==> config.mk <==
export PLATFORM = sky130hd
export DESIGN_NAME = watchdog_kicker_flat
export DESIGN_NICKNAME = d
export VERILOG_FILES = /design/src/rtl/watchdog_kicker_if.sv /design/src/rtl/watchdog_kicker.sv /design/src/flat_wrapper.sv
export SDC_FILE = /design/constraint.sdc
export NUM_CORES = 1
export LEC_CHECK = 0
export BUFFER_PORTS_ARGS = -buffer_cell sky130_fd_sc_hd__buf_2
export CORE_MARGIN = 2
export CORE_UTILIZATION = 45
export DETAILED_ROUTE_END_ITERATION = 10
export PLACE_DENSITY = 0.76
export SLEW_MARGIN = 30
export SYNTH_ARGS = -nofsm -noshare
export SYNTH_HDL_FRONTEND = slang
export SYNTH_SLANG_ARGS = --single-unit
==> constraint.sdc <==
create_clock -name clk -period 3 [get_ports clk]
set_input_delay 0.45 -clock clk [delete_from_list [all_inputs] [get_ports clk]]
set_output_delay 0.45 -clock clk [all_outputs]
set_load 0.005 [all_outputs]
==> src/rtl/watchdog_kicker_if.sv <==
// -----------------------------------------------------------------------------
// watchdog_kicker_if
//
// Register-write bus between the watchdog kicker (master) and the watchdog
// peripheral (slave), plus the peripheral's reset output back to the master.
//
// Signals:
//   abus   [1:0]  register address: 0 = ctrl, 1 = reload, 2 = kick
//   dbus   [7:0]  write data
//   we            write strobe, one cycle per write
//   rstout        watchdog reset output, active-high
//
// Handshake: write-only bus with no back-pressure. The master drives abus and
// dbus for one setup cycle with we=0, then holds them for one strobe cycle with
// we=1; the slave captures on the strobe cycle and never stalls the master.
// -----------------------------------------------------------------------------
interface watchdog_kicker_if;
    logic [1:0] abus;
    logic [7:0] dbus;
    logic       we;
    logic       rstout;

    modport master (output abus, output dbus, output we, input rstout);
    modport slave  (input abus, input dbus, input we, output rstout);
endinterface

==> src/rtl/watchdog_kicker.sv <==
// -----------------------------------------------------------------------------
// watchdog_kicker
//
// Bus master for the watchdog peripheral. On start it programs the reload and
// control registers, then writes the two-byte kick key every kick_period
// cycles. halt suppresses new kick sequences so the watchdog can be made to
// fire; a fire seen while armed is latched on fired and aborts all bus traffic.
//
// Optional feature (macro WATCHDOG_KICKER_KICKCNT_EN): adds kick_count[15:0],
// a wrapping count of KEY2 strobes, cleared by reset and by an accepted start.
//
// Ports:
//   clk          system clock, rising edge
//   rst          asynchronous reset, active-low
//   bus          watchdog_kicker_if.master (abus, dbus, we out; rstout in)
//   start        one-cycle pulse, accepted only in IDLE
//   timeout_cfg  reload value, sampled on an accepted start
//   kick_period  cycles between kick sequences, sampled on an accepted start
//   halt         level; while high no new kick sequence begins
//   armed        high from completion of the enable write until fire or reset
//   fired        sticky; set when rstout is seen high while armed
//   kick_count   (optional) KEY2 strobe count
//   dbg_state    current FSM state encoding
// -----------------------------------------------------------------------------
module watchdog_kicker #(
    parameter int unsigned PERIOD_W = 16,
    parameter logic [7:0]  KEY1     = 8'h5A,
    parameter logic [7:0]  KEY2     = 8'hA5,
    parameter logic [7:0]  EN_VAL   = 8'h01
) (
    input  logic                clk,
    input  logic                rst,
    watchdog_kicker_if.master   bus,
    input  logic                start,
    input  logic [7:0]          timeout_cfg,
    input  logic [PERIOD_W-1:0] kick_period,
    input  logic                halt,
    output logic                armed,
    output logic                fired,
`ifdef WATCHDOG_KICKER_KICKCNT_EN
    output logic [15:0]         kick_count,
`endif
    output logic [3:0]          dbg_state
);

    typedef enum logic [3:0] {
        S_IDLE   = 4'd0,
        S_LOAD_S = 4'd1,
        S_LOAD_W = 4'd2,
        S_EN_S   = 4'd3,
        S_EN_W   = 4'd4,
        S_WAIT   = 4'd5,
        S_K1_S   = 4'd6,
        S_K1_W   = 4'd7,
        S_K2_S   = 4'd8,
        S_K2_W   = 4'd9,
        S_FAULT  = 4'd10
    } state_t;

    localparam logic [PERIOD_W-1:0] PERIOD_ONE = PERIOD_W'(1);

    localparam logic [1:0] A_CTRL   = 2'd0;
    localparam logic [1:0] A_RELOAD = 2'd1;
    localparam logic [1:0] A_KICK   = 2'd2;

    state_t              state_q, state_d;
    logic [PERIOD_W-1:0] cnt_q, cnt_d;
    logic [PERIOD_W-1:0] period_q, period_d;
    logic [7:0]          timeout_q, timeout_d;
    logic [1:0]          abus_d;
    logic [7:0]          dbus_d;
    logic                we_d;
    logic                fire;
    logic                accept;

    assign fire      = bus.rstout & armed;
    assign accept    = (state_q == S_IDLE) & start;
    assign dbg_state = state_q;

    // Configuration is captured in the same cycle start is accepted, so the
    // first setup cycle already needs the incoming timeout value.
    always_comb begin
        timeout_d = timeout_q;
        period_d  = period_q;
        if (accept) begin
            timeout_d = timeout_cfg;
            // A zero period behaves as one: a single WAIT cycle between kicks.
            period_d  = (kick_period == '0) ? PERIOD_ONE : kick_period;
        end
    end

    // Next-state logic. A fire overrides every other transition, including a
    // counter expiry in the same cycle.
    always_comb begin
        state_d = state_q;
        if (fire) begin
            state_d = S_FAULT;
        end else begin
            unique case (state_q)
                S_IDLE:   if (start) state_d = S_LOAD_S;
                S_LOAD_S: state_d = S_LOAD_W;
                S_LOAD_W: state_d = S_EN_S;
                S_EN_S:   state_d = S_EN_W;
                S_EN_W:   state_d = S_WAIT;
                S_WAIT:   if ((cnt_q == '0) && !halt) state_d = S_K1_S;
                S_K1_S:   state_d = S_K1_W;
                S_K1_W:   state_d = S_K2_S;
                S_K2_S:   state_d = S_K2_W;
                S_K2_W:   state_d = S_WAIT;
                S_FAULT:  if (!bus.rstout) state_d = S_IDLE;
                default:  state_d = S_IDLE;
            endcase
        end
    end

    // Bus values are decoded from the next state and registered, so the bus
    // outputs change cleanly on the clock edge that enters each state.
    always_comb begin
        abus_d = '0;
        dbus_d = '0;
        we_d   = 1'b0;
        unique case (state_d)
            S_LOAD_S, S_LOAD_W: begin
                abus_d = A_RELOAD;
                dbus_d = timeout_d;
            end
            S_EN_S, S_EN_W: begin
                abus_d = A_CTRL;
                dbus_d = EN_VAL;
            end
            S_K1_S, S_K1_W: begin
                abus_d = A_KICK;
                dbus_d = KEY1;
            end
            S_K2_S, S_K2_W: begin
                abus_d = A_KICK;
                dbus_d = KEY2;
            end
            default: ;
        endcase
        we_d = (state_d == S_LOAD_W) || (state_d == S_EN_W) ||
               (state_d == S_K1_W)   || (state_d == S_K2_W);
    end

    // Period counter: reloaded on every entry into WAIT, counts down to zero
    // and parks there while halt holds off the next kick.
    always_comb begin
        cnt_d = cnt_q;
        if ((state_d == S_WAIT) && (state_q != S_WAIT)) begin
            cnt_d = period_d - PERIOD_ONE;
        end else if ((state_q == S_WAIT) && (state_d == S_WAIT) && (cnt_q != '0)) begin
            cnt_d = cnt_q - PERIOD_ONE;
        end
    end

    always_ff @(posedge clk or negedge rst) begin
        if (!rst) begin
            state_q   <= S_IDLE;
            cnt_q     <= '0;
            period_q  <= '0;
            timeout_q <= '0;
            bus.abus  <= '0;
            bus.dbus  <= '0;
            bus.we    <= 1'b0;
        end else begin
            state_q   <= state_d;
            cnt_q     <= cnt_d;
            period_q  <= period_d;
            timeout_q <= timeout_d;
            bus.abus  <= abus_d;
            bus.dbus  <= dbus_d;
            bus.we    <= we_d;
        end
    end

    always_ff @(posedge clk or negedge rst) begin
        if (!rst) begin
            armed <= 1'b0;
            fired <= 1'b0;
        end else begin
            if (fire) begin
                armed <= 1'b0;
            end else if (state_q == S_EN_W) begin
                armed <= 1'b1;
            end
            if (fire) begin
                fired <= 1'b1;
            end else if (accept) begin
                fired <= 1'b0;
            end
        end
    end

`ifdef WATCHDOG_KICKER_KICKCNT_EN
    // Counts KEY2 strobes; the strobe has already gone out even if a fire is
    // seen in the same cycle, so it is still counted.
    always_ff @(posedge clk or negedge rst) begin
        if (!rst) begin
            kick_count <= '0;
        end else if (accept) begin
            kick_count <= '0;
        end else if (state_q == S_K2_W) begin
            kick_count <= kick_count + 16'd1;
        end
    end
`endif

endmodule

==> src/flat_wrapper.sv <==
// flat-port wrapper written by rule: the top's interface ports become plain ports
module watchdog_kicker_flat 
#(
    parameter int unsigned PERIOD_W = 16,
    parameter logic [7:0]  KEY1     = 8'h5A,
    parameter logic [7:0]  KEY2     = 8'hA5,
    parameter logic [7:0]  EN_VAL   = 8'h01
)
  (clk, rst, start, timeout_cfg, kick_period, halt, armed, fired, dbg_state, bus_abus, bus_dbus, bus_we, bus_rstout);
  watchdog_kicker_if bus_i ();
  input  logic clk;
  input  logic rst;
  input  logic start;
  input  logic [7:0] timeout_cfg;
  input  logic [PERIOD_W-1:0] kick_period;
  input  logic halt;
  output logic armed;
  output logic fired;
  output logic [3:0] dbg_state;
  output wire logic [$bits(bus_i.abus)-1:0] bus_abus;
  output wire logic [$bits(bus_i.dbus)-1:0] bus_dbus;
  output wire logic [$bits(bus_i.we)-1:0] bus_we;
  input wire logic [$bits(bus_i.rstout)-1:0] bus_rstout;
  assign bus_abus = bus_i.abus;
  assign bus_dbus = bus_i.dbus;
  assign bus_we = bus_i.we;
  assign bus_i.rstout = bus_rstout;
  watchdog_kicker #(.PERIOD_W(PERIOD_W), .KEY1(KEY1), .KEY2(KEY2), .EN_VAL(EN_VAL)) u_core (.clk(clk), .rst(rst), .bus(bus_i), .start(start), .timeout_cfg(timeout_cfg), .kick_period(kick_period), .halt(halt), .armed(armed), .fired(fired), .dbg_state(dbg_state));
endmodule
==> reports/metrics.csv, run 1 <==
stage,metric,value,unit
yosys,register area share after synthesis,0.435,
clock_tree,CTS Root Cell,clkbuf_8,
timing,TNS Setup,0,ns
yosys,Syn Area/Cell,8.97,um2
run_status,outcome,finished clean,
setup_path,startpoint types,flop,
finish,Post-Layout Cell Count,540,
setup_path,crit path kind,reg -> reg,
timing,fin crit period,2.87,ns
yosys,Post-synth EDFFs,0,
placed_design,RD Place Congestion,0.903,
drt,per-cell routed wire length,16.2,um
floorplan,I/O pin total,46,
placed_design,Cells after DPL,516,
timing,fin. max-slew vios,0,
clock_tree,TritonCTS clock tree,yes,
power,Leakage Power,1.80,nW
placed_design,port buffer count,45,
clock_tree,CTS buffer count,9,
yosys,Synth Flop Type,dfrtp_1,
drt,WL met2,4180,um
run,maxcap violations,0,
finish,Fill cells,632,
global_route,largest net degree at the start of global routing,32,
clock_tree,"CTS clk-pin slew, worst paths",0.07,ns
yosys,YS warnings,0,
yosys,async set-reset flop share out of synthesis,1.00,
yosys,syn nets,396,
clock_tree,H-Tree Depth,3,
drt,Vias per Instance,5.73,
yosys,post-synthesis register bit count,57,
timing,final period utilization,0.958,
placed_design,HPWL Detailed,6360,um
global_route,Tot GR Track Use,0.232,
timing,fmax,348,MHz
timing,max_slew headroom,0.630,
drt,final wirelength,8750,um
setup_path,CP max FO,6,
floorplan,Die Ht,89.4,um
setup_path,Critical Path Sink Type,flop,
global_route,GR Overflow Total,0,
drt,DRC Markers,0,
global_route,first-pass GRT wire length,14000,um
timing,final hold vios,0,
yosys,synthesized area,0.00328,mm2
setup_path,Critical Path AT,3.13,ns
clock_tree,"Clk Latency, worst-skew pair",0.35,ns
finish,# diodes,0,
floorplan,Die W,89.4,um
drt,DRT antenna net count,0,
floorplan,Core ar.,0.00718,mm2
setup_path,critical path data required time,3.26,ns
drt,met1 WL,3880,um
yosys,count of different cell masters after synthesis,64,
floorplan,Initial Util,0.457,
placed_design,dpl ws,0.159,ns
global_route,vias in the first global route,2951,
timing,Setup Skew,0.0144,ns
finish,Final #Nets,466,
drt,initial drt markers,220,
drt,met3 routed WL,563,um
timing,Final WS setup,0.125,ns
timing,final setup fails,0,
floorplan,# rows,31,
finish,layout cell share with drive strength beyond 1,0.249,
drt,highest metal used,met4,
yosys,Syn Inst Count,366,
clock_tree,CTS sink cnt,57,
clock_tree,Max clock buf depth,2,
power,maximum VDD drop,390,uV
global_route,initial antenna violation count,0,
power,Pwr Density,1190,mW/mm2
finish,P&R area growth vs syn,20.4,%
worst_hold_path,worst min path class,in -> reg,
drt,Via Count,3092,
floorplan,Die ar.,0.00799,mm2
worst_hold_path,Hold Path Stages,3,
timing,worst-margin pin slew,0.555,ns
drt,TritonRoute pass-1 iters,5,
setup_path,r2r worst-path depth,10,
[placed cells by master, fill, tap and decap left out, types with 9 or more instances in the layout]
cell type,n
a21oi_1,14
buf_2,45
buf_4,31
clkbuf_8,9
dfrtp_1,55
inv_1,23
mux2i_1,13
nand2_1,51
nor2_1,28
nor3_1,13
o21ai_0,35
[final cells by class]
| class | count | area (um2) | share of cell area |
|---|---|---|---|
| Inverter | 23 | 86.3 | 0.0219 |
| Clock buffer | 11 | 131 | 0.0333 |
| Timing Repair Buffer | 77 | 468 | 0.118 |
| Multi-Input combinational cell | 268 | 1680 | 0.425 |
| Sequential cell | 57 | 1430 | 0.362 |
| Clock inverter | 5 | 32.5 | 0.00824 |
| Tap cell | 99 | 124 | 0.0314 |
[routing by layer]
| metal | track usage | up-vias |
|---|---|---|
| met1 | 0.308 | 1492 |
| met2 | 0.369 | 115 |
| met4 | 0.0950 | 0 |
| met5 | 0 | - |
| met3 | 0.0489 | 16 |
| li1 | - | 1469 |
[worst paths after layout]
kind	startpoint	endpoint	slack, ns
min in group asynchronous	rst	u_core.timeout_q[1]	0.46
min	timeout_cfg[2]	u_core.timeout_q[2]	0.33
max reg2reg	u_core.dbg_state[0]	u_core.cnt_q[8]	0.13
max	u_core.dbg_state[0]	u_core.cnt_q[8]	0.13
min reg2reg	u_core.timeout_q[3]	u_core.timeout_q[3]	0.48
max in group asynchronous	rst	u_core.dbg_state[3]	1.90
[cell usage after synthesis, drive strengths merged, types with 3 or more instances]
cell	number	area (um2)
a211o	3	26.3
a211oi	6	57.6
a21oi	14	70.1
a311oi	3	26.3
a31oi	7	58.8
and2	3	18.8
buf	16	96.3
dfrtp	57	1430
inv	23	86.3
mux2	3	33.8
mux2i	15	150
nand2	51	191
nand2b	5	31.3
nand3	7	40.0
nand4	6	37.5
nand4b	3	26.3
nor2	29	109
nor3	14	75.1
nor3b	4	30.0
nor4	4	40.0
o211a	3	30.0
o211ai	3	22.5
o21a	3	22.5
o21ai	38	190
o31ai	3	27.5
or3	6	42.5
or4	4	30.0
xnor2	3	26.3
[critical path: stages (launching register included)]
cell	delay, ns
dfrtp_2	0.44
or3b_4	0.44
a211oi_4	0.40
mux2i_2	0.32
ha_2	0.22
o21a_1	0.16
and4_1	0.21
buf_4	0.15
a21oi_1	0.07
a21oi_1	0.16
nor3b_1	0.20
[cell families (layout without fill, tap and decap cells)]
| kind of cell | Yosys count | after routing | share of synthesized area |
|---|---|---|---|
| adder cells (fa/ha/maj) | 1 | 1 | 0.00381 |
| XOR/XNOR | 4 | 4 | 0.0107 |
| flip-flops | 57 | 57 | 0.435 |
| multiplexers | 18 | 18 | 0.0560 |
| buffers and inverters | 41 | 116 | 0.0579 |
| AO/OA/AOI/OAI | 101 | 101 | 0.214 |
| AND/OR/NAND/NOR | 144 | 144 | 0.223 |
[what timing repair did]
action	in CTS	in global routing
hold buffers	1	0
endpoints found under the hold margin	6	0
buffers inserted	0	7
endpoints found under the setup margin	0	4
resized for setup	0	6
[metrics by stage]
| step | power [mW] | hold slack, ns | cell area, um2 | utilization |
|---|---|---|---|---|
| detailed placement | 3.93 | 0.293 | 3710 | 0.517 |
| floorplan | 3.16 | 0.154 | 3280 | - |
| finish | 4.70 | 0.332 | 3950 | 0.550 |
| global placement | 3.82 | 0.288 | 3710 | 0.517 |
| global route | 5.08 | 0.332 | 3950 | 0.550 |
| CTS | 4.55 | 0.323 | 3880 | 0.541 |
[state kept, by name, indices dropped and copies added (netlist names)]
name and flops:
u_core.fired 1, u_core.dbg_state 4, u_core.cnt_q 16, u_core.timeout_q 8
u_core.bus.dbus 8, u_core.period_q 16, u_core.armed 1, u_core.bus.we 1
u_core.bus.abus 2
[power by group]
part           switching, mW  internal, mW  leakage, nW
Clock                  0.321         0.296       0.0753
Sequential             0.245          1.14        0.708
Combinational           1.57          1.13         1.02
(Power assumes the default switching activity.)
==> run 2, diff against run 1 <==
Settings changed: ABC_AREA set to 1, CORE_ASPECT_RATIO set to 0.5, PLACE_DENSITY 0.76 to 0.75.
==> run 2 against run 1 <==
Net effect: register-to-register slack better by 0.20 ns; synthesized cell count is 28% higher; core utilization is 0.16 points lower; critical path type unchanged; hold slack worse by 0.29 ns; global-route usage is 1.5 points lower; critical endpoint is now u_core.cnt_q[4]; first-iteration DRC count is 0.45% lower; cell count is 15% higher.
==> reports/metrics.csv, run 2 <==
stage,metric,value,unit,change
yosys,main combinational cell family by area after synthesis,simple AND/OR/NAND/NOR gates,,unchanged
global_route,M2 GR Usage,0.344,,was 0.369
setup_path,CP max FO,13,,was 6
setup_path,crit path kind,reg -> reg,,unchanged
setup_path,Critical Path AT,2.87,ns,was 3.13 ns
yosys,Synth top cells by count,"nand2_1, dfrtp_1, inv_1",,"was dfrtp_1, nand2_1, o21ai_0"
clock_tree,CTS Root Cell,clkbuf_16,,was clkbuf_8
drt,DRC Markers,0,,unchanged
power,Clock power frac,0.219,,was 0.131
global_route,vias in the first global route,2940,,"was 2,951"
timing,Final WS setup,0.323,ns,was 0.125 ns
setup_path,stages on the worst setup path,15,,was 10
floorplan,Die ar.,0.00814,mm2,was 0.00799 mm2
global_route,Tot GR Track Use,0.217,,was 0.232
yosys,register area share after synthesis,0.429,,was 0.435
global_route,initial antenna violation count,0,,unchanged
drt,final wirelength,8140,um,was 8750 um
finish,Fill cells,662,,was 632
power,Int Power,2.56,mW,was 2.57 mW
worst_hold_path,worst min path class,in -> async,,was in -> reg
global_route,first-pass GRT wire length,13900,um,"was 14,000 um"
finish,# diodes,0,,unchanged
timing,fin. max-slew vios,0,,unchanged
clock_tree,"CTS clk-pin slew, worst paths",0.05,ns,was 0.07 ns
clock_tree,Max clock buf depth,2,,unchanged
setup_path,Critical Path Sink Type,flop,,unchanged
floorplan,Core ar.,0.00724,mm2,was 0.00718 mm2
global_route,grt peak-use layer,met2,,unchanged
yosys,async set-reset flop share out of synthesis,1.00,,unchanged
clock_tree,CTS buffer count,9,,unchanged
power,Combinational Power Share,0.513,,was 0.574
yosys,top-count cell post-synth,nand2_1,,was dfrtp_1
yosys,Post-synth EDFFs,0,,unchanged
timing,Setup Skew,0.00831,ns,was 0.0144 ns
drt,TritonRoute pass-1 iters,5,,unchanged
setup_path,startpoint types,flop,,unchanged
setup_path,CP bufs+invs,1,,unchanged
yosys,Synth Area in Adders,0.00376,,was 0.00381
floorplan,Die W,126,um,was 89.4 um
power,Flop pwr share,0.268,,was 0.295
finish,Post-Layout Cell Count,620,,was 540
timing,max_slew headroom,0.661,,was 0.630
power,Switching Fraction,0.459,,was 0.454
placed_design,RD Place Congestion,0.953,,was 0.903
clock_tree,TritonCTS clock tree,yes,,unchanged
power,maximum VDD drop,470,uV,was 390 uV
power,Power Total,4.73,mW,was 4.70 mW
yosys,syn nets,497,,was 396
power,switching power of the nets,2.17,mW,was 2.13 mW
timing,RSZ-0062 raised after global routing,false,,
power,Leakage Power,2.20,nW,was 1.80 nW
floorplan,Die Ht,64.8,um,was 89.4 um
timing,fin crit period,2.68,ns,was 2.87 ns
yosys,Synth area leaders,"dfrtp_1, nand2_1, inv_1, nand4_1, nor2_1",,"was dfrtp_1, nand2_1, o21ai_0, mux2i_1, nor2_1"
finish,layout cell share with drive strength beyond 1,0.200,,was 0.249
placed_design,dpl ws,0.220,ns,was 0.159 ns
yosys,Post-Synth XOR/XNOR Area,0.00263,,was 0.0107
finish,Final #Nets,549,,was 466
clock_tree,H-Tree Depth,3,,unchanged
yosys,area share of the largest cell type after synthesis,0.429,,was 0.435
timing,final setup fails,0,,unchanged
yosys,YS warnings,0,,unchanged
run_status,outcome,finished clean,,unchanged
yosys,Synth Flop Type,dfrtp_1,,unchanged
setup_path,"CP delay by family, top",simple AND/OR/NAND/NOR gates,,unchanged
setup_path,r2r worst-path depth,15,,was 10
timing,TNS Setup,0,ns,unchanged
yosys,Syn Area/Cell,7.12,um2,was 8.97 um2
finish,Final Cell Area,0.00397,mm2,was 0.00395 mm2
timing,final period utilization,0.892,,was 0.958
clock_tree,hold buffers post-CTS,0,,was 1
global_route,GR Util met1,0.292,,was 0.308
setup_path,critical path data required time,3.19,ns,was 3.26 ns
power,Pwr Density,1190,mW/mm2,about the same
timing,fmax,374,MHz,was 348 MHz
floorplan,# rows,22,,was 31
finish,P&R area growth vs syn,19.5,%,was 20.4%
yosys,Compound-Gate Fraction of Synth Area,0.0557,,was 0.213
yosys,post-synthesis register bit count,57,,unchanged
drt,Vias per Instance,5.11,,was 5.73
drt,per-cell routed wire length,13.1,um,was 16.2 um
finish,"commonest non-fill, non-tap cell in the layout",nand2_1,,was dfrtp_1
finish,Largest regs,"u_core.cnt_q: 16 flops, u_core.period_q: 16 flops",,unchanged
floorplan,I/O pin total,46,,unchanged
clock_tree,"Clk Latency, worst-skew pair",0.34,ns,was 0.35 ns
clock_tree,CTS sink cnt,57,,unchanged
yosys,synthesized area,0.00333,mm2,was 0.00328 mm2
finish,most frequent cells in the layout,"nand2_1, dfrtp_1, inv_1, buf_2, nor2_1",,"was dfrtp_1, nand2_1, buf_2, o21ai_0, buf_4"
placed_design,port buffer count,45,,unchanged
placed_design,Cells after DPL,602,,was 516
floorplan,Initial Util,0.459,,was 0.457
setup_path,critical-path cell list,"inv_2, nor2_4, nand2_1, nand2_1, nor3_1, nor2_4, nand4_4, nand2_1, nand2_1, ha_1, nand3_2, nor2_2, nor2_1, o21ai_0, o21ai_0",,"was or3b_4, a211oi_4, mux2i_2, ha_2, o21a_1, and4_1, buf_4, a21oi_1, a21oi_1, nor3b_1"
yosys,post-synthesis simple-gate area fraction,0.416,,was 0.223
yosys,post-synthesis mux area share,0,,was 0.0560
run,maxcap violations,0,,unchanged
placed_design,HPWL Detailed,5810,um,was 6360 um
yosys,count of different cell masters after synthesis,33,,was 64
placed_design,Post-DP Area,0.00365,mm2,was 0.00371 mm2
global_route,GR Overflow Total,0,,unchanged
timing,final hold vios,0,,unchanged
global_route,largest net degree at the start of global routing,43,,was 32
setup_path,"Slowest-stage cell, CP",dfrtp_1,,was dfrtp_2
setup_path,cell mode on critical path,nand2_1,,was a21oi_1
yosys,Syn Inst Count,467,,was 366
global_route,GR Util met3,0.0611,,was 0.0489
drt,Via Count,3169,,"was 3,092"
timing,worst-margin pin slew,0.508,ns,was 0.555 ns
drt,initial drt markers,219,,was 220
drt,DRT antenna net count,0,,unchanged
setup_path,CP peak stage delay,0.44,ns,about the same
yosys,cell taking the most area after synthesis,dfrtp_1,,unchanged
-- run 2: logic make-up (layout without fill, tap and decap cells) --
kind of cell    after synthesis  after routing
buf+inv                      73            130
flops                        57             57
xor+xnor                      1              1
compound gates               33             33
fa+ha+maj                     1              1
simple gates                302            302
-- run 2: power groups by stage --
stage | clock, mW | combinational, mW | sequential (mW)
after floorplan | 0 | 1.81 | 1.25
after global placement | 0 | 2.29 | 1.27
after detailed placement | 0 | 2.32 | 1.28
after CTS | 1.05 | 2.36 | 1.27
after global routing | 1.08 | 2.73 | 1.31
final | 1.04 | 2.42 | 1.27
-- run 2: layout make-up --
type	count	area (um2)	area share
timing repair buffer	56	308	0.0775
tap	96	120	0.0302
clock buffer	10	239	0.0601
sequential	57	1430	0.359
inverter	58	218	0.0548
clock inverter	6	66.3	0.0167
multi-input combinational	337	1600	0.402
-- run 2: metal layers --
metal  vias to the layer above  part of all wire  wire length (um)
li1                       1580                 -                 -
met1                      1504              0.47              3850
met2                        76              0.45              3690
met3                         9             0.061               495
met4                         0             0.012                98
met5                         -                 0                 0
-- run 2: final timing paths --
check | from | slack, ns | end
max in group asynchronous | rst | 2.11 | u_core.bus.dbus[5]
worst max-delay path | u_core.dbg_state[2] | 0.32 | u_core.cnt_q[4]
worst min-delay path | rst | 0.04 | u_core.cnt_q[6]
worst max register to register | u_core.dbg_state[2] | 0.32 | u_core.cnt_q[4]
min in group clk | timeout_cfg[5] | 0.33 | u_core.timeout_q[5]
worst min register to register | u_core.timeout_q[5] | 0.48 | u_core.timeout_q[5]
-- run 2: what timing repair did --
| action | 4_1_cts | 5_1_grt |
|---|---|---|
| setup buffers | 0 | 2 |
| resized for setup | 0 | 1 |
| endpoints found under the setup margin | 0 | 6 |
-- run 2: worst register-to-register path, cell delays in order, from the launching register on --
cell and delay (ns):
dfrtp_1 0.44, inv_2 0.11, nor2_4 0.05, nand2_1 0.09, nand2_1 0.08, nor3_1 0.30, nor2_4 0.13, nand4_4 0.20
nand2_1 0.07, nand2_1 0.12, ha_1 0.21, nand3_2 0.18, nor2_2 0.23, nor2_1 0.07, o21ai_0 0.14, o21ai_0 0.13
-- run 2: per-stage QoR --
stage                util  hold slack [ns]
floorplan               -            0.154
global placement    0.504            0.395
detailed placement  0.504            0.404
CTS                 0.546           0.0537
global route        0.549           0.0687
finish              0.549           0.0411
==> run 3, diff against run 2 <==
Settings changed: PLACE_DENSITY 0.75 to 0.71.
==> run 3 against run 2 <==
Net effect: first-iteration DRC count up 33%; routed wire length rose by 0.63%; sequential cell count unchanged; core utilization grew 0.67 points; maximum frequency shrank 0.88%; worst setup slack got worse by 0.024 ns; die area unchanged; critical endpoint is now u_core.cnt_q[10]; via count decreased by 0.47%; clock skew down 0.0025 ns; register-to-register slack worse by 0.02 ns; largest power group unchanged; total power is 2.0% higher; global-route usage up 0.23 points; critical path type unchanged.
==> reports/metrics.csv, run 3 (same netlist as run 2, synthesis figures left out) <==
stage,metric,value,unit,change
drt,DRT antenna net count,0,,unchanged
power,Clock power frac,0.223,,was 0.219
setup_path,crit path kind,reg -> reg,,unchanged
global_route,vias in the first global route,2915,,"was 2,940"
clock_tree,"Clk Latency, worst-skew pair",0.33,ns,was 0.34 ns
floorplan,Die ar.,0.00814,mm2,unchanged
finish,layout cell share with drive strength beyond 1,0.202,,was 0.200
setup_path,R2R Path End,u_core.cnt_q[10],,was u_core.cnt_q[4]
floorplan,Core ar.,0.00724,mm2,unchanged
power,switching power of the nets,2.18,mW,was 2.17 mW
floorplan,# rows,22,,unchanged
timing,final setup fails,0,,unchanged
drt,initial drt markers,291,,was 219
finish,Largest regs,"u_core.cnt_q: 16 flops, u_core.period_q: 16 flops",,unchanged
power,Flop pwr share,0.262,,was 0.268
global_route,grt peak-use layer,met2,,unchanged
global_route,Tot GR Track Use,0.219,,was 0.217
timing,RSZ-0062 raised after global routing,false,,unchanged
clock_tree,CTS sink cnt,57,,unchanged
power,maximum VDD drop,455,uV,was 470 uV
clock_tree,TritonCTS clock tree,yes,,unchanged
power,Leakage Power,2.21,nW,was 2.20 nW
timing,fin crit period,2.70,ns,was 2.68 ns
setup_path,Critical Path Sink Type,flop,,unchanged
global_route,M2 GR Usage,0.334,,was 0.344
finish,# diodes,0,,unchanged
floorplan,Die W,126,um,unchanged
finish,Final #Nets,551,,was 549
power,Combinational Power Share,0.515,,was 0.513
placed_design,HPWL Detailed,5640,um,was 5810 um
setup_path,CP peak stage delay,0.42,ns,was 0.44 ns
clock_tree,CTS Root Cell,clkbuf_16,,unchanged
run_status,outcome,finished clean,,unchanged
finish,P&R area growth vs syn,21.0,%,was 19.5%
timing,final period utilization,0.900,,was 0.892
global_route,GR Util met1,0.295,,was 0.292
finish,"commonest non-fill, non-tap cell in the layout",nand2_1,,unchanged
global_route,GR Util met3,0.0669,,was 0.0611
timing,fmax,370,MHz,was 374 MHz
timing,worst hold margin,0.183,ns,was 0.0411 ns
drt,TritonRoute pass-1 iters,5,,unchanged
global_route,initial antenna violation count,0,,unchanged
setup_path,r2r setup slk,0.30,ns,was 0.32 ns
setup_path,startpoint types,flop,,unchanged
setup_path,critical-path cell list,"nor2_1, nand2_1, nand2_1, nor3_1, nor2_2, buf_4, nand4_1, nand2_1, ha_1, nand3_2, nor2_4, nand2_2, nor2_1, nand2_1, nand3_1, nand2_1",,"was inv_2, nor2_4, nand2_1, nand2_1, nor3_1, nor2_4, nand4_4, nand2_1, nand2_1, ha_1, nand3_2, nor2_2, nor2_1, o21ai_0, o21ai_0"
timing,TNS Setup,0,ns,unchanged
clock_tree,"CTS clk-pin slew, worst paths",0.05,ns,about the same
setup_path,Critical Path AT,2.92,ns,was 2.87 ns
timing,final hold vios,0,,unchanged
power,Switching Fraction,0.452,,was 0.459
power,Pwr Density,1200,mW/mm2,was 1190 mW/mm2
power,Int Power,2.64,mW,was 2.56 mW
setup_path,cell mode on critical path,nand2_1,,unchanged
setup_path,Critical R2R Launch,u_core.dbg_state[0],,was u_core.dbg_state[2]
floorplan,Initial Util,0.459,,unchanged
clock_tree,CTS buffer count,9,,unchanged
setup_path,r2r worst-path depth,16,,was 15
timing,fin. max-slew vios,0,,unchanged
drt,DRC Markers,0,,unchanged
worst_hold_path,worst min path class,in -> async,,unchanged
finish,"Core Util, Final",0.556,,was 0.549
global_route,largest net degree at the start of global routing,31,,was 43
setup_path,critical path data required time,3.22,ns,was 3.19 ns
timing,Setup Skew,0.00583,ns,was 0.00831 ns
global_route,first-pass GRT wire length,14000,um,"was 13,900 um"
finish,Fill cells,663,,was 662
drt,Via Count,3154,,"was 3,169"
placed_design,port buffer count,45,,unchanged
drt,Vias per Instance,5.07,,was 5.11
finish,most frequent cells in the layout,"nand2_1, dfrtp_1, inv_1, buf_2, nor2_1",,unchanged
global_route,GR Overflow Total,0,,unchanged
clock_tree,H-Tree Depth,3,,unchanged
run,maxcap violations,0,,unchanged
drt,final wirelength,8190,um,was 8140 um
setup_path,CP bufs+invs,1,,unchanged
clock_tree,Max clock buf depth,2,,unchanged
floorplan,I/O pin total,46,,unchanged
timing,max_slew headroom,0.511,,was 0.661
clock_tree,hold buffers post-CTS,0,,unchanged
setup_path,"Slowest-stage cell, CP",dfrtp_1,,unchanged
placed_design,RD Place Congestion,0.837,,was 0.953
timing,worst-margin pin slew,0.734,ns,was 0.508 ns
setup_path,CP max FO,29,,was 13
floorplan,Die Ht,64.8,um,unchanged
drt,per-cell routed wire length,13.2,um,was 13.1 um
setup_path,"CP delay by family, top",simple AND/OR/NAND/NOR gates,,unchanged
==> run 3: changes by cell type in the layout (fill, tap and decap cells not counted) <==
cell        delta
buf_12         +2
buf_4          -1
bufinv_16      +1
clkbuf_1       +2
clkbuf_8       -1
clkinvlp_4     -1
inv_6          -1
nor2_1         -1
nor2_2         +2
==> run 3: final cells by class <==
type                            instances  area [um2]  area share
Multi-Input combinational cell        338        1610       0.399
Sequential cell                        57        1430       0.355
Timing Repair Buffer                   57         340      0.0846
Clock buffer                           11         233      0.0579
Inverter                               58         218      0.0541
Tap cell                               96         120      0.0299
Clock inverter                          5        80.1      0.0199
==> run 3: routing by layer <==
| metal | vias up | part of all wire |
|---|---|---|
| li1 | 1592 | - |
| met1 | 1458 | 0.49 |
| met2 | 91 | 0.44 |
| met3 | 13 | 0.057 |
| met4 | 0 | 0.012 |
| met5 | - | 0 |
==> run 3: worst reg2reg max path: cells and delay by family (launching register included) <==
family                   cells  cell delay [ns]
flip-flops                   1             0.42
AND/OR/NAND/NOR             14             1.64
buffers and inverters        1             0.32
adder cells (fa/ha/maj)      1             0.20
==> run 3: metrics by stage <==
stage	std cells	worst slack [ns]	cell area [um2]	total power [mW]
finish	622	0.299	4020	4.82
global route	622	0.0365	4020	5.27
CTS	617	0.164	3970	4.71
detailed placement	601	0.209	3650	3.59
global placement	601	0.325	3650	3.55
floorplan	467	0.731	3330	3.06
==> run 3: what timing repair did <==
| item | 4_1_cts | 5_1_grt |
|---|---|---|
| resized for setup | 0 | 2 |
| setup endpoints to repair | 0 | 6 |
| setup buffers | 0 | 4 |
==> run 3: power by group through the flow <==
stage	combinational [mW]	clock [mW]	sequential, mW
after floorplan	1.81	0	1.25
after CTS	2.35	1.09	1.26
final	2.48	1.08	1.26
after global routing	2.83	1.14	1.30
after global placement	2.29	0	1.26
after detailed placement	2.32	0	1.27
==> run 3: worst max-delay path by stage <==
stage	from	endpoint	slack, ns	cells after the start
finish	u_core.dbg_state[0]	u_core.cnt_q[10]	0.30	16
CTS	u_core.dbg_state[3]	u_core.cnt_q[8]	0.16	16
floorplan	u_core.dbg_state[3]	u_core.cnt_q[10]	0.73	17
global placement	bus_rstout	u_core.cnt_q[10]	0.33	15
global route	u_core.dbg_state[0]	u_core.cnt_q[10]	0.04	16
detailed placement	bus_rstout	u_core.cnt_q[4]	0.21	13
